==> src/rtl/song_reader.sv <==
// song_reader: walks a synchronous song ROM one note at a time and hands each
// {note, duration} pair to the note player with a single-cycle load strobe.
// It waits for the player's done flag before fetching the next note, and
// flags end of song (32 notes, or an early zero-duration word) with a
// one-cycle song_done pulse.
//
// Ports:
//   clk, reset_n      clock, asynchronous active-low reset
//   play              run/continue (1) or pause (0)
//   song[1:0]         song select; a change mid-song restarts at note 0
//   note_done         note player's done_with_note
//   rom_addr[6:0]     {song_l, note_index}, combinational from registers
//   rom_data[11:0]    {note[11:6], duration[5:0]}, valid 1 clock after rom_addr
//   note_to_load      registered note for the note player
//   duration_to_load  registered duration in beats
//   load_new_note     one-cycle load strobe, decoded from state
//   song_done         one-cycle registered end-of-song pulse
module song_reader #(
    parameter int unsigned NOTES_PER_SONG = 32,
    parameter int unsigned ROM_LATENCY    = 1
) (
    input  logic                                    clk,
    input  logic                                    reset_n,
    input  logic                                    play,
    input  logic [1:0]                              song,
    input  logic                                    note_done,
    output logic [$clog2(NOTES_PER_SONG)+1:0]       rom_addr,
    input  logic [11:0]                             rom_data,
    output logic [5:0]                              note_to_load,
    output logic [5:0]                              duration_to_load,
    output logic                                    load_new_note,
    output logic                                    song_done
);

    localparam int unsigned IDX_W = $clog2(NOTES_PER_SONG);
    localparam logic [IDX_W-1:0] LAST_IDX = IDX_W'(NOTES_PER_SONG - 1);

    // Only a single-cycle ROM is handled by the FETCH/DECODE pairing.
    if (ROM_LATENCY != 1) begin : g_bad_latency
        $error("song_reader: only ROM_LATENCY == 1 is supported");
    end

    typedef enum logic [2:0] {
        IDLE      = 3'd0,
        FETCH     = 3'd1,
        DECODE    = 3'd2,
        LOAD      = 3'd3,
        ARM       = 3'd4,
        WAIT_DONE = 3'd5
    } state_e;

    state_e           state_q, state_d;
    logic [1:0]       song_q, song_d;
    logic [IDX_W-1:0] idx_q, idx_d;
    logic [5:0]       note_q, note_d;
    logic [5:0]       dur_q, dur_d;
    logic             done_q, done_d;

    // State and datapath registers.
    always_ff @(posedge clk or negedge reset_n) begin
        if (!reset_n) begin
            state_q <= IDLE;
            song_q  <= 2'd0;
            idx_q   <= '0;
            note_q  <= 6'd0;
            dur_q   <= 6'd0;
            done_q  <= 1'b0;
        end else begin
            state_q <= state_d;
            song_q  <= song_d;
            idx_q   <= idx_d;
            note_q  <= note_d;
            dur_q   <= dur_d;
            done_q  <= done_d;
        end
    end

    // Next-state logic.
    always_comb begin
        state_d = state_q;
        song_d  = song_q;
        idx_d   = idx_q;
        note_d  = note_q;
        dur_d   = dur_q;
        done_d  = 1'b0;

        unique case (state_q)
            IDLE: begin
                idx_d = '0;
                if (play) begin
                    song_d  = song;
                    state_d = FETCH;
                end
            end
            FETCH: state_d = DECODE;
            DECODE: begin
                if (rom_data[5:0] == 6'd0) begin
                    done_d  = 1'b1;
                    idx_d   = '0;
                    state_d = IDLE;
                end else begin
                    note_d  = rom_data[11:6];
                    dur_d   = rom_data[5:0];
                    state_d = LOAD;
                end
            end
            LOAD: state_d = ARM;
            // note_done still reflects the previous note here; ignore it.
            ARM: state_d = WAIT_DONE;
            WAIT_DONE: begin
                if (note_done && play) begin
                    if (idx_q == LAST_IDX) begin
                        done_d  = 1'b1;
                        idx_d   = '0;
                        state_d = IDLE;
                    end else begin
                        idx_d   = idx_q + IDX_W'(1);
                        state_d = FETCH;
                    end
                end
            end
            default: state_d = IDLE;
        endcase

        // A new song select restarts from note 0 and overrides everything else.
        if (state_q != IDLE && song != song_q) begin
            song_d  = song;
            idx_d   = '0;
            note_d  = note_q;
            dur_d   = dur_q;
            done_d  = 1'b0;
            state_d = FETCH;
        end
    end

    assign rom_addr         = {song_q, idx_q};
    assign load_new_note    = (state_q == LOAD);
    assign note_to_load     = note_q;
    assign duration_to_load = dur_q;
    assign song_done        = done_q;

endmodule

==> config.mk <==
export PLATFORM = sky130hd
export DESIGN_NAME = song_reader
export DESIGN_NICKNAME = d
export VERILOG_FILES = /design/src/rtl/song_reader.sv
export SDC_FILE = /design/constraint.sdc
export NUM_CORES = 1
export LEC_CHECK = 0
export BUFFER_PORTS_ARGS = -buffer_cell sky130_fd_sc_hd__buf_4
export CAP_MARGIN = 20
export CORE_ASPECT_RATIO = 0.75
export CORE_MARGIN = 2
export CORE_UTILIZATION = 31
export DETAILED_ROUTE_END_ITERATION = 10
export GPL_TIMING_DRIVEN = 0
export HOLD_SLACK_MARGIN = 0.03
export SETUP_SLACK_MARGIN = 0.5
export SYNTH_ARGS = -nofsm -noshare
export SYNTH_HDL_FRONTEND = slang
export SYNTH_SLANG_ARGS = --single-unit
==> constraint.sdc <==
create_clock -name clk -period 4.3 [get_ports clk]
set_clock_uncertainty 0.05 [all_clocks]
set_input_delay 0.43 -clock clk [delete_from_list [all_inputs] [get_ports clk]]
set_output_delay 0.43 -clock clk [all_outputs]
set_load 0.02 [all_outputs]
==> impl_metrics.py <==
metrics = {
    "clocking": {
        "clockBufferDepth": 2,
        "clk_pin_slew_ns": 0.08,
        "cts_tree": "yes",
        "postCtsSetupBuffers": 0,
        "ctsHtreeMaxLevel": 1,
        "root_buffer": "clkbuf_8",
        "cts.repair.resized": 0,
        "numCtsBuffers": 3,
        "clock_sinks": 23,
        "clock_latency_ns": 0.26,
    },
    "drt": {
        "drc": 0,
        "final_antenna_net_count": 0,
        "vias": 951,
        "routedWlPerCell_um": 12.9,
        "drtIter0Drc": 69,
        "first_pass_iters": 4,
        "vias_per_cell": 4.88,
        "wl_mm": 2.52,
    },
    "floorplanning": {
        "initial_utilization_pct": 32.6,
        "die-area_mm2": 0.00442,
        "std_cell_rows": 19,
        "core_mm2": 0.00371,
        "io_pins": 39,
        "fp.dieW_um": 76.1,
        "die_h_um": 58.0,
    },
    "final_layout": {
        "area_growth_pct": 33.7,
        "fin_util_pct": 43.5,
        "nets": 164,
        "final_cell_mix": "buf_4 (38), dfrtp_1 (23), mux2_4 (10)",
        "layout-drive-gt1-share_pct": 43.4,
        "diodes": 0,
        "post-route-cell-area_mm2": 0.00161,
        "final_common_cell": "buf_4",
    },
    "synth": {
        "ys_ff_latch": 23,
        "synthDistinctLibCells": 36,
        "synth_flop_cell": "dfrtp_1",
        "syn-num-nets": 120,
        "synth_enable_flop_cells": 0,
        "syn_inst": 100,
        "synth_largest_area_cell": "dfrtp_1",
        "ys.warnings.count": 0,
        "synth.area.top_cells": "dfrtp_1 (48%), mux2_4 (12%), mux2_2 (3.7%)",
        "seq_area_frac_synth_pct": 47.7,
        "synthArstFlopShare_pct": 100,
        "synth.top_cell.area_share_pct": 47.7,
        "syn_area_mm2": 0.00121,
        "syn_avg_cell_area_um2": 12.1,
    },
    "placement": {
        "dpl_cell_area_mm2": 0.00156,
        "dp_hpwl_mm": 2.00,
        "dp_slack_ns": 2.15,
        "portBuffers": 38,
        "place.gp.congestion": 0.812,
    },
    "timing": {
        "period_minus_slack_ns": 2.17,
        "worstMarginPinSlew_ns": 0.570,
        "timing.hold.ws_ns": 0.346,
        "post-route-period-util_pct": 50.5,
        "fin_ws_ns": 2.13,
        "hold_violations": 0,
        "setup_viol": 0,
        "setup_tns_ns": 0,
        "slew_headroom_pct": 61.6,
        "timing.fmax_ghz": 0.460,
        "rsz0062_at_grt": "false",
        "drv_slew": 0,
    },
    "pwr": {
        "power.density_mw_per_mm2": 547,
        "vdd_drop_max_uv": 198,
        "p_leak_nw": 0.745,
    },
    "critical_path": {
        "r2r_setup_slack_ns": 2.13,
        "critPathMaxFanout": 4,
        "worst_ep_arrival_time_ns": 2.31,
        "start_kind": "flip-flop",
        "path_class": "reg2reg",
        "cp-end-kind": "flip-flop",
        "critical_path_required_ns": 4.43,
    },
    "status": {
        "status": "completed",
    },
    "flow_run": {
        "cap_violations": 0,
    },
    "global_routing": {
        "grt_pass1_wl_mm": 4.42,
        "first_global_vias": 941,
        "antenna_found_initial": 0,
        "grt-ovfl-total": 0,
        "grt_max_degree": 24,
        "grt_usage_pct": 12.5,
    },
    "hold_path": {
        "hold_class": "in2reg",
    },
}
critical path, cell delays in order (launching register included):
cell and delay (ns):
dfrtp_1 0.42, ha_1 0.24, and3_1 0.20, ha_1 0.21
or4_1 0.59, o21bai_1 0.23, o2bb2ai_1 0.16
synthesized netlist by cell type, types with 2 or more instances:
library cell	count
buf_1	2
and3_1	2
xor2_1	2
ha_1	2
nand2_1	4
nor2_1	9
or4_1	2
a31oi_1	3
a21oi_1	2
mux2_4	10
inv_1	3
o2111ai_1	2
xnor2_1	2
o22ai_1	3
mux2i_1	2
o2bb2ai_1	2
mux2_2	4
nand2b_1	3
o21ai_0	2
dfrtp_1	23
timing repair:
item | 4_1_cts | 5_1_grt
endpoints found under the hold margin | 23 | 0
hold buffers | 1 | 0
endpoints found under the setup margin | 0 | 0
registers in the layout (all words and copies together), names as in the netlist:
name              cells
duration_to_load      6
note_to_load          6
idx_q                 5
state_q               3
song_q                2
song_done             1
logic make-up (layout without fill, tap and decap cells):
logic type,count (synthesis),in the layout,synth area share [%]
AND/OR/NAND/NOR,28,28,13.3
adder cells (fa/ha/maj),2,2,2.07
buffers and inverters,7,50,2.80
XOR/XNOR,4,4,2.90
multiplexers,16,16,17.8
AO/OA/AOI/OAI,20,20,13.5
flip-flops,23,23,47.7
cell type report:
class | instances | area [µm²]
Fill cell | 381 | 2090
Multi-Input combinational cell | 70 | 598
Sequential cell | 23 | 576
Timing Repair Buffer | 39 | 295
Tap cell | 52 | 65.1
Clock buffer | 3 | 41.3
Buffer | 4 | 22.5
Inverter | 3 | 11.3
Clock inverter | 1 | 5.00
report_power, final:
group | leakage [nW] | internal, mW | switching (mW)
Clock | 0.0255 | 0.0645 | 0.0648
Sequential | 0.299 | 0.285 | 0.0488
Combinational | 0.421 | 0.211 | 0.209
Total | 0.745 | 0.561 | 0.322
stage by stage:
stage | power [mW] | instances
floorplan | 0.599 | 100
global placement | 0.749 | 190
detailed placement | 0.760 | 190
CTS | 0.897 | 195
global route | 0.942 | 195
finish | 0.884 | 195
path summary, 6_finish.rpt:
kind,from,end,depth (start not counted)
hold / removal,rom_data[10],note_to_load[4],2
min in group asynchronous,reset_n,duration_to_load[1],2
setup / recovery,idx_q[0],idx_q[2],6
max in group asynchronous,reset_n,duration_to_load[5],2
hold reg to reg,duration_to_load[0],duration_to_load[0],1
setup reg to reg,idx_q[0],idx_q[2],6
layer usage:
metal	track usage (%)	part of all wire (%)	up-vias
met3	4.21	5.2	0
met5	0	0	-
met4	0	0	0
met1	17.1	49	468
li1	-	-	460
met2	20.8	46	23
Note: power is estimated with default switching activity, not from simulation.
